--- src/rtl/delay_chain_calibrator_if.sv ---
`default_nettype none
// ============================================================================
// Module   : delay_chain_calibrator_if
// Brief    : Control, result and ring-mux signals of the delay-chain calibrator.
//            Optional min/max fields exist when DLYCAL_MINMAX_EN is defined.
// Revision : 1.0 - initial release
// ============================================================================
interface delay_chain_calibrator_if #(
    parameter int TAP_W = 3,
    parameter int CNT_W = 16
);
    logic             start;
    logic             abort;
    logic             ring_in;
    logic             ring_en;
    logic [TAP_W-1:0] tap_sel;
    logic             busy;
    logic             done;
    logic             result_valid;
    logic [TAP_W-1:0] result_tap;
    logic [CNT_W-1:0] result_count;
    logic             result_ovf;
`ifdef DLYCAL_MINMAX_EN
    logic [CNT_W-1:0] min_count;
    logic [CNT_W-1:0] max_count;
    logic [TAP_W-1:0] min_tap;
    logic [TAP_W-1:0] max_tap;
`endif

    // Calibrator side
    modport master (
        input  start, abort, ring_in,
        output ring_en, tap_sel, busy, done,
               result_valid, result_tap, result_count, result_ovf
`ifdef DLYCAL_MINMAX_EN
        , output min_count, max_count, min_tap, max_tap
`endif
    );

    // Controller / ring-mux side
    modport slave (
        output start, abort, ring_in,
        input  ring_en, tap_sel, busy, done,
               result_valid, result_tap, result_count, result_ovf
`ifdef DLYCAL_MINMAX_EN
        , input min_count, max_count, min_tap, max_tap
`endif
    );
endinterface
`default_nettype wire

--- src/rtl/delay_chain_calibrator.sv ---
`default_nettype none
// ============================================================================
// Module   : delay_chain_calibrator
// Brief    : Sweeps the ring-oscillator tap select and counts ring edges per tap
//            over a fixed gate window. Macro DLYCAL_MINMAX_EN adds min/max tracking.
// Revision : 1.0 - initial release
// ============================================================================
module delay_chain_calibrator #(
    parameter int NUM_TAPS      = 8,
    parameter int TAP_W         = 3,
    parameter int CNT_W         = 16,
    parameter int GATE_CYCLES   = 1024,
    parameter int SETTLE_CYCLES = 16
) (
    input  wire logic                clk,
    input  wire logic                rst,
    delay_chain_calibrator_if.master bus
);
    localparam logic [2:0] c_ST_IDLE    = 3'd0;
    localparam logic [2:0] c_ST_SWITCH  = 3'd1;
    localparam logic [2:0] c_ST_SETTLE  = 3'd2;
    localparam logic [2:0] c_ST_MEASURE = 3'd3;
    localparam logic [2:0] c_ST_DONE    = 3'd4;

    localparam int c_PH_MAX = (GATE_CYCLES > SETTLE_CYCLES) ? GATE_CYCLES : SETTLE_CYCLES;
    localparam int c_PH_W   = $clog2(c_PH_MAX + 1);
    localparam logic [c_PH_W-1:0] c_SETTLE_LAST = c_PH_W'(SETTLE_CYCLES - 1);
    localparam logic [c_PH_W-1:0] c_GATE_LAST   = c_PH_W'(GATE_CYCLES - 1);
    localparam logic [TAP_W-1:0]  c_LAST_TAP    = TAP_W'(NUM_TAPS - 1);

    logic [2:0]        r_state;
    logic [2:0]        w_state_nxt;
    logic              r_sync1;
    logic              r_sync2;
    logic              r_prev;
    logic [c_PH_W-1:0] r_ph;
    logic [TAP_W-1:0]  r_tap;
    logic [CNT_W-1:0]  r_count;
    logic [CNT_W-1:0]  w_count_nxt;
    logic              r_ovf;
    logic              w_ovf_nxt;
    logic              r_res_valid;
    logic [TAP_W-1:0]  r_res_tap;
    logic [CNT_W-1:0]  r_res_count;
    logic              r_res_ovf;
    logic              w_rise;
    logic              w_settle_last;
    logic              w_gate_last;
    logic              w_last_tap;
    logic              w_capture;
    logic              w_start_ok;
    logic              w_ring_en;
    logic              w_busy;
    logic              w_done;

    assign w_rise        = r_sync2 & ~r_prev;
    assign w_settle_last = (r_state == c_ST_SETTLE) && (r_ph == c_SETTLE_LAST);
    assign w_gate_last   = (r_state == c_ST_MEASURE) && (r_ph == c_GATE_LAST);
    assign w_last_tap    = (r_tap == c_LAST_TAP);
    assign w_capture     = w_gate_last && !bus.abort;
    assign w_start_ok    = (r_state == c_ST_IDLE) && bus.start && !bus.abort;
    // Saturating count; ovf marks an edge that arrived with the counter already full
    assign w_count_nxt   = (w_rise && !(&r_count)) ? r_count + 1'b1 : r_count;
    assign w_ovf_nxt     = r_ovf | (w_rise & (&r_count));

    always_ff @(posedge clk) begin
        if (rst) begin
            r_state <= c_ST_IDLE;
        end else begin
            r_state <= w_state_nxt;
        end
    end

    always_comb begin
        w_state_nxt = r_state;
        if (bus.abort) begin
            w_state_nxt = c_ST_IDLE;
        end else begin
            case (r_state)
                c_ST_IDLE:    if (bus.start) w_state_nxt = c_ST_SWITCH;
                c_ST_SWITCH:  w_state_nxt = c_ST_SETTLE;
                c_ST_SETTLE:  if (w_settle_last) w_state_nxt = c_ST_MEASURE;
                c_ST_MEASURE: if (w_gate_last) w_state_nxt = w_last_tap ? c_ST_DONE : c_ST_SWITCH;
                c_ST_DONE:    w_state_nxt = c_ST_IDLE;
                default:      w_state_nxt = c_ST_IDLE;
            endcase
        end
    end

    always_comb begin
        w_ring_en = 1'b0;
        w_busy    = 1'b1;
        w_done    = 1'b0;
        case (r_state)
            c_ST_IDLE:                 w_busy    = 1'b0;
            c_ST_SETTLE, c_ST_MEASURE: w_ring_en = 1'b1;
            c_ST_DONE:                 w_done    = 1'b1;
            default:                   ;
        endcase
    end

    // Two-flop synchroniser; prev is forced low while the mux switches taps
    always_ff @(posedge clk) begin
        if (rst) begin
            r_sync1 <= 1'b0;
            r_sync2 <= 1'b0;
            r_prev  <= 1'b0;
        end else begin
            r_sync1 <= bus.ring_in;
            r_sync2 <= r_sync1;
            r_prev  <= (r_state == c_ST_SWITCH) ? 1'b0 : r_sync2;
        end
    end

    always_ff @(posedge clk) begin
        if (rst) begin
            r_tap   <= '0;
            r_ph    <= '0;
            r_count <= '0;
            r_ovf   <= 1'b0;
        end else if (bus.abort) begin
            r_tap <= '0;
            r_ph  <= '0;
        end else begin
            case (r_state)
                c_ST_SWITCH: begin
                    r_ph    <= '0;
                    r_count <= '0;
                    r_ovf   <= 1'b0;
                end
                c_ST_SETTLE: r_ph <= w_settle_last ? '0 : r_ph + 1'b1;
                c_ST_MEASURE: begin
                    r_count <= w_count_nxt;
                    r_ovf   <= w_ovf_nxt;
                    r_ph    <= r_ph + 1'b1;
                    if (w_gate_last) begin
                        r_tap <= w_last_tap ? '0 : r_tap + 1'b1;
                    end
                end
                default: r_tap <= '0;
            endcase
        end
    end

    always_ff @(posedge clk) begin
        if (rst) begin
            r_res_valid <= 1'b0;
            r_res_tap   <= '0;
            r_res_count <= '0;
            r_res_ovf   <= 1'b0;
        end else begin
            r_res_valid <= w_capture;
            if (w_capture) begin
                r_res_tap   <= r_tap;
                r_res_count <= w_count_nxt;
                r_res_ovf   <= w_ovf_nxt;
            end
        end
    end

    assign bus.ring_en      = w_ring_en;
    assign bus.tap_sel      = r_tap;
    assign bus.busy         = w_busy;
    assign bus.done         = w_done;
    assign bus.result_valid = r_res_valid;
    assign bus.result_tap   = r_res_tap;
    assign bus.result_count = r_res_count;
    assign bus.result_ovf   = r_res_ovf;

`ifdef DLYCAL_MINMAX_EN
    logic [CNT_W-1:0] r_min_count;
    logic [CNT_W-1:0] r_max_count;
    logic [TAP_W-1:0] r_min_tap;
    logic [TAP_W-1:0] r_max_tap;

    // Updated alongside the result capture so the final tap is included when done pulses
    always_ff @(posedge clk) begin
        if (rst || w_start_ok) begin
            r_min_count <= '0;
            r_max_count <= '0;
            r_min_tap   <= '0;
            r_max_tap   <= '0;
        end else if (w_capture) begin
            if ((r_tap == '0) || (w_count_nxt < r_min_count)) begin
                r_min_count <= w_count_nxt;
                r_min_tap   <= r_tap;
            end
            if ((r_tap == '0) || (w_count_nxt > r_max_count)) begin
                r_max_count <= w_count_nxt;
                r_max_tap   <= r_tap;
            end
        end
    end

    assign bus.min_count = r_min_count;
    assign bus.max_count = r_max_count;
    assign bus.min_tap   = r_min_tap;
    assign bus.max_tap   = r_max_tap;
`endif
endmodule
`default_nettype wire
--- src/flat_wrapper.sv ---
// flat-port wrapper written by rule: the top's interface ports become plain ports
module delay_chain_calibrator_flat 
#(
    parameter int NUM_TAPS      = 8,
    parameter int TAP_W         = 3,
    parameter int CNT_W         = 16,
    parameter int GATE_CYCLES   = 1024,
    parameter int SETTLE_CYCLES = 16
)
  (clk, rst, bus_start, bus_abort, bus_ring_in, bus_ring_en, bus_tap_sel, bus_busy, bus_done, bus_result_valid, bus_result_tap, bus_result_count, bus_result_ovf);
  delay_chain_calibrator_if #(.TAP_W(TAP_W), .CNT_W(CNT_W)) bus_i ();
  input  wire logic clk;
  input  wire logic rst;
  input wire logic [$bits(bus_i.start)-1:0] bus_start;
  input wire logic [$bits(bus_i.abort)-1:0] bus_abort;
  input wire logic [$bits(bus_i.ring_in)-1:0] bus_ring_in;
  output wire logic [$bits(bus_i.ring_en)-1:0] bus_ring_en;
  output wire logic [$bits(bus_i.tap_sel)-1:0] bus_tap_sel;
  output wire logic [$bits(bus_i.busy)-1:0] bus_busy;
  output wire logic [$bits(bus_i.done)-1:0] bus_done;
  output wire logic [$bits(bus_i.result_valid)-1:0] bus_result_valid;
  output wire logic [$bits(bus_i.result_tap)-1:0] bus_result_tap;
  output wire logic [$bits(bus_i.result_count)-1:0] bus_result_count;
  output wire logic [$bits(bus_i.result_ovf)-1:0] bus_result_ovf;
  assign bus_i.start = bus_start;
  assign bus_i.abort = bus_abort;
  assign bus_i.ring_in = bus_ring_in;
  assign bus_ring_en = bus_i.ring_en;
  assign bus_tap_sel = bus_i.tap_sel;
  assign bus_busy = bus_i.busy;
  assign bus_done = bus_i.done;
  assign bus_result_valid = bus_i.result_valid;
  assign bus_result_tap = bus_i.result_tap;
  assign bus_result_count = bus_i.result_count;
  assign bus_result_ovf = bus_i.result_ovf;
  delay_chain_calibrator #(.NUM_TAPS(NUM_TAPS), .TAP_W(TAP_W), .CNT_W(CNT_W), .GATE_CYCLES(GATE_CYCLES), .SETTLE_CYCLES(SETTLE_CYCLES)) u_core (.clk(clk), .rst(rst), .bus(bus_i));
endmodule
--- config.mk ---
export PLATFORM = sky130hd
export DESIGN_NAME = delay_chain_calibrator_flat
export DESIGN_NICKNAME = d
export VERILOG_FILES = /design/src/rtl/delay_chain_calibrator_if.sv /design/src/rtl/delay_chain_calibrator.sv /design/src/flat_wrapper.sv
export SDC_FILE = /design/constraint.sdc
export NUM_CORES = 1
export LEC_CHECK = 0
export CORE_ASPECT_RATIO = 0.6
export CORE_MARGIN = 2
export CORE_UTILIZATION = 35
export DETAILED_ROUTE_END_ITERATION = 16
export PLACE_DENSITY = 0.51
export RECOVER_POWER = 25
export SKIP_LAST_GASP = 1
export SLEW_MARGIN = 5
export SYNTH_ARGS = -nofsm -noshare
export SYNTH_HDL_FRONTEND = slang
export SYNTH_SLANG_ARGS = --single-unit
--- constraint.sdc ---
create_clock -name clk -period 3.4 [get_ports clk]
set_input_delay 0.68 -clock clk [delete_from_list [all_inputs] [get_ports clk]]
set_output_delay 0.68 -clock clk [all_outputs]
set_load 0.005 [all_outputs]
# == Word level (Yosys, flattened, before mapping) ==
# Cells that the tools add are included.
# word_totals
register_bits,58
inputBits,5
wordCells,64
out_inout_bits,27
# classes
mux,16
add_sub_neg,3
eq_ne,10
n_bitwise,6
reduce_logical,17
# op_table
operator,n
$pmux W11 S3,1
$pmux W16 S2,1
$mux W3,6
$add A16 B1 Y16 const B,1
$mux W16,1
$reduce_and A16 Y1,1
$pmux W3 S4,1
$add A11 B1 Y11 const B,1
$eq A11 B10 Y1 const B,1
$eq A11 B4 Y1 const B,1
$mux W11,1
$reduce_or A2 Y1,4
$eq A3 B2 Y1 const B,2
$eq A3 B3 Y1 const B,2
$pmux W3 S2,1
$logic_and A1 B1 Y1,4
$ne A2 B1 Y1 const B,2
$reduce_and A2 Y1,2
$add A3 B1 Y3 const B,1
$eq A3 B1 Y1 const B,1
$logic_not A3 Y1,1
$mux W1,3
$not A1 Y1,3
$reduce_and A3 Y1,1
7 further kinds,9

# == Longest topological paths before layout ==
# logic_depth
word_depth,5
mapped_depth,7
mapped_depth_nobuf,6

# == Least setup slack after synthesis ==
# OpenSTA, ideal clock, no wires.
# synth_path
path_kind,input port to flip-flop
from,in bus_abort
to,reg u_core.r_res_count[6] (netlist: u_core.bus.result_count[6])
n_path_buf,1
t_arrival_ns,1.770
t_required_ns,3.330
stages,6
setup_ns,0.070
path_slack_ns,1.560
path_cell_list,and4bb_2 -> and4_1 -> buf_2 -> o21ai_0 -> a31o_2 -> a21oi_1
# synth_between
elab_chain_cells,2
# synth_rtl
item,line_no,source
start: declaration,flat_wrapper.sv:15,input wire logic [$bits(bus_i.abort)-1:0] bus_abort;
$logic_not A1 Y1,delay_chain_calibrator.sv:60,assign w_capture = w_gate_last && !bus.abort;
$logic_and A1 B1 Y1,delay_chain_calibrator.sv:60,
end signal: assignment,delay_chain_calibrator.sv:155,r_res_count <= w_count_nxt;
end: declaration,delay_chain_calibrator.sv:44,logic [CNT_W-1:0] r_res_count;
# Every way passes these cells.
# A chain may end at the register's enable or synchronous reset.

# == Worst setup path in the final report ==
# layout_path
from,reg u_core.r_count[0]
to,reg u_core.r_res_count[10] (netlist: u_core.bus.result_count[10])
# layout_between
elab_chain_cells,4
elab_cells_between_ends,5
cone_classes,1 x add/sub; 1 x mux; 3 x reduce/logical
# layout_rtl
item,line_no,source
start: declaration,delay_chain_calibrator.sv:38,logic [CNT_W-1:0] r_count;
start signal: assignment,delay_chain_calibrator.sv:133,r_count <= w_count_nxt;
"parallel branches: the longest is 3 deep, another holds $add A16 B1 Y16",-,
$mux W16 (*),delay_chain_calibrator.sv:63,assign w_count_nxt = (w_rise && !(&r_count)) ? r_count + 1'b1 : r_count;
# Mark *: on every way between the ends.

==> summary.md <==
| Metric | Value |
|---|---|
| Cell family with most CP delay | `simple AND/OR/NAND/NOR gates` |
| Slew Limit Fails | `0` |
| Seq pwr share | `0.406` |
| Post-route setup TNS | `0 ps` |
| Worst-path fanout max | `7` |
| DIE WIDTH | `~120 um` |
| Cts hold-fix bufs | `0` |
| DP Wirelength | `5.05 mm` |
| Gr ovfl total | `0` |
| Status | `finished clean` |
| Clk root buf | `clkbuf_16` |
| Worst flop-to-flop path startpoint | `u_core.r_count[0]` |
| Maximum vdd drop | `roughly 220 uV` |
| Max clock buf depth | `2` |
| Clock slew seen by the registers of the worst setup and hold paths | `about 50 ps` |
| Antenna viol nets, final | `0` |
| Vias in the first global route | `2135` |
| Aggregate global-route resource usage | `0.174` |
| Leakage | `about 1.3 nW` |
| Worst hold path class | `flop to flop` |
| Simple-gate share of the synthesized area | `0.281` |
| Post-synthesis xor/xnor area fraction | `0.0627` |
| Initial antenna violation count | `0` |
| Die area | `approximately 8700 sq um` |
| Top FF cell, synth | `dfxtp_1` |
| Multi-input gate area | `between 1500 and 2000 sq um` |
| Vias | `around 2400` |
| Synth Area in Adders | `0.0179` |
| Number of CTS-inserted buffers | `9` |
| CTS Sinks | `58` |
| Multiplexer share of the synthesized area | `0.00717` |
| Cells after DPL | `~440` |
| Max-cap violations | `0` |
| Worst-skew pair later-pin latency | `330 ps` |
| Syn Nets | `around 330` |
| Kind of critical path | `flop to flop` |
| Mean post-synth cell area | `roughly 8.7 sq um` |
| Asr flop ratio synth | `0` |
| Vias/cell | `about 5.3` |
| Global-route wire length before repair | `roughly 11 mm` |
| Fin worst setup slack | `slightly below 800 ps` |
| Initial drt markers | `roughly 200` |
| Yosys top cell by area | `dfxtp_1` |
| Crit end category | `flop` |
| Count of final setup violators | `0` |
| Area growth syn-to-layout | `25.3%` |
| DRT Pass-1 Iters | `4` |
| Slowest stage cell, crit path | `nor3_1` |
| Post-layout util | `0.448` |
| Largest family of logic cells by synthesized area | `simple AND/OR/NAND/NOR gates` |
| Yosys top cell area share | `0.416` |
| Row count | `25` |
| EDFF count, synth | `0` |
| Sequential share of the synthesized area | `0.416` |
| Reg area | `around 1200 sq um` |
| Synth cell types | `between 50 and 60` |
| Netlist Area Pre-Place | `2790 sq um` |
| Postcts setup bufs | `0` |
| Final Hold Viols | `0` |
| Share of cells above drive strength 1 | `0.0909` |
| Pin count of the biggest net entering global routing | `33` |
| Critical Path RT | `3580 ps` |
| Compound-cell area share of the yosys netlist | `0.180` |
| Sw Share | `0.198` |
| Fillers | `between 700 and 800` |
| Combinational Power Share | `0.023` |
| Largest stage delay, worst path | `790 ps` |
| CTS tree | `yes` |
| Slew HR | `0.339` |
| WL final | `roughly 7 mm` |
| Yosys reg bits | `58` |
| RSZ-0062 raised after global routing | `no` |
| DRC | `0` |
| Worst Tran Pin Value | `slightly below 1000 ps` |
| Data arrival, critical path | `2790 ps` |
| Final non-filler cell total | `460` |
| Bufs and invs on worst path | `0` |
| Post-CTS resize count | `0` |
| CP startpoint | `u_core.r_count[0]` |
| Internal Power | `between 0.001 and 0.0015 W` |
| GPL Wtd Cong | `0.822` |
| Wirelength per Cell | `around 15 um` |
| Clock share of power | `0.570` |
| Initial Util | `0.357` |
| Setup Skew | `about 6.4 ps` |
| HP Start | `u_core.bus.result_count[6]` |
| Diode count | `0` |
| Fin crit period | `between 2000 and 3000 ps` |
| Yosys warns | `0` |
| Gate Count Post-Synth | `320` |
| Pwr per Cell Area | `between 400 and 500 nW/um^2` |
| Largest cells by area after synthesis | `dfxtp_1 42%, nor2_1 6.2%, xor2_1 4.4%` |
| Max Clk Rate | `between 300 and 400 MHz` |
| Final nets | `~360` |
| Port Buf Inserts | `31` |
| I/O Pins | `32` |
| CP Cell Sequence | `ha_1, nand3b_1, nor3_1, nand4b_1, xor2_1, a211oi_1` |
| Setup WS pre-CTS | `836 ps` |
| Crit share post-route | `0.769` |
| Core ar. | `between 7000 and 8000 sq um` |
| Psw | `roughly 0.00034 W` |
| H-tree lvl count | `3` |
| Nature of the critical path startpoint | `flop` |
| Die H | `around 73 um` |
-- power groups by stage --
stage / combinational [W] / clock (W) / sequential [W]
4_1_cts: 0.0000402 / 0.000993 / 0.000688
3_5_place_dp: 0.0000400 / 0 / 0.000702
2_1_floorplan: 0.0000266 / 0 / 0.000699
5_1_grt: 0.0000447 / 0.00102 / 0.000688
3_3_place_gp: 0.0000401 / 0 / 0.000702
6_report: 0.0000397 / 0.000967 / 0.000688
-- worst reg2reg max path: stages (launching register included) --
cell,delay [ps]
dfxtp_1,430
ha_1,310
nand3b_1,180
nor3_1,790
nand4b_1,290
xor2_1,340
a211oi_1,120
-- final cells by class --
cell class,instances,area share
tap,108,0.0386
clock inverter,5,0.0222
clock buffer,11,0.0694
inverter,4,0.00429
sequential,58,0.332
timing repair buffer,35,0.0972
multi-input combinational,239,0.437
-- cell usage after synthesis, drive strengths merged, types with 3 or more instances --
cell type and instances:
xnor2 6, or3 4, xor2 14, nor2 46, nand2b 5, ha 4
a41oi 4, nor3 4, buf 8, a211oi 13, and4 5, dfxtp 58
nor4 3, inv 4, a21oi 23, nand3 12, nand3b 3, nand4 7
nand2 27, a31oi 9, and3 7, o21ai 9, clkbuf 11
-- logic make-up (layout without fill, tap and decap cells) --
group / count (synthesis) / after routing
buffers and inverters: 23 / 55
flip-flops: 58 / 58
AO/OA/AOI/OAI: 75 / 75
XOR/XNOR: 20 / 20
AND/OR/NAND/NOR: 138 / 138
multiplexers: 2 / 2
adder cells (fa/ha/maj): 4 / 4
-- worst paths after layout --
path	endpoint	slack [ps]	cells past startpoint
worst max-delay path	u_core.bus.result_count[10]	790	6
worst min-delay path	u_core.bus.result_count[6]	450	2
worst max register to register	u_core.bus.result_count[10]	790	6
worst min register to register	u_core.bus.result_count[6]	450	2
-- routing by layer --
| metal | up-vias | part of all wire | GRT usage |
|---|---|---|---|
| met1 | 1128 | 0.59 | 0.274 |
| li1 | 1225 | - | - |
| met4 | 0 | 0.010 | 0.0588 |
| met5 | - | 0 | 0 |
| met2 | 67 | 0.35 | 0.207 |
| met3 | 11 | 0.054 | 0.0609 |
-- cells in the final DEF, fill, tap and decap left out, drive strengths merged, types with 9 or more instances in the layout --
master         Yosys  final
dfxtp             58     58
nor2              46     46
nand2             27     27
a21oi             23     23
clkdlybuf4s50      0     16
dlygate4sd3        0     15
xor2              14     14
a211oi            13     13
nand3             12     12
clkbuf            11     11
a31oi              9      9
o21ai              9      9
-- state kept, by name (all words and copies together) (netlist names) --
register and flops:
u_core.r_sync1 1, u_core.r_ovf 1, u_core.r_state 3, u_core.r_count 16
u_core.bus.result_tap 3, u_core.r_prev 1, u_core.bus.tap_sel 3, u_core.bus.result_ovf 1
u_core.r_ph 11, u_core.bus.result_count 16, u_core.bus.result_valid 1, u_core.r_sync2 1
-- per-stage QoR --
step / power, W / cell area, sq um / hold WS (ps)
after floorplan: 0.000726 / 2790 / 414
final: 0.00169 / 3500 / 449
after detailed placement: 0.000742 / 3180 / 444
after global routing: 0.00175 / 3500 / 470
after CTS: 0.00172 / 3500 / 457
after global placement: 0.000742 / 3180 / 441
(Power assumes the default switching activity.)
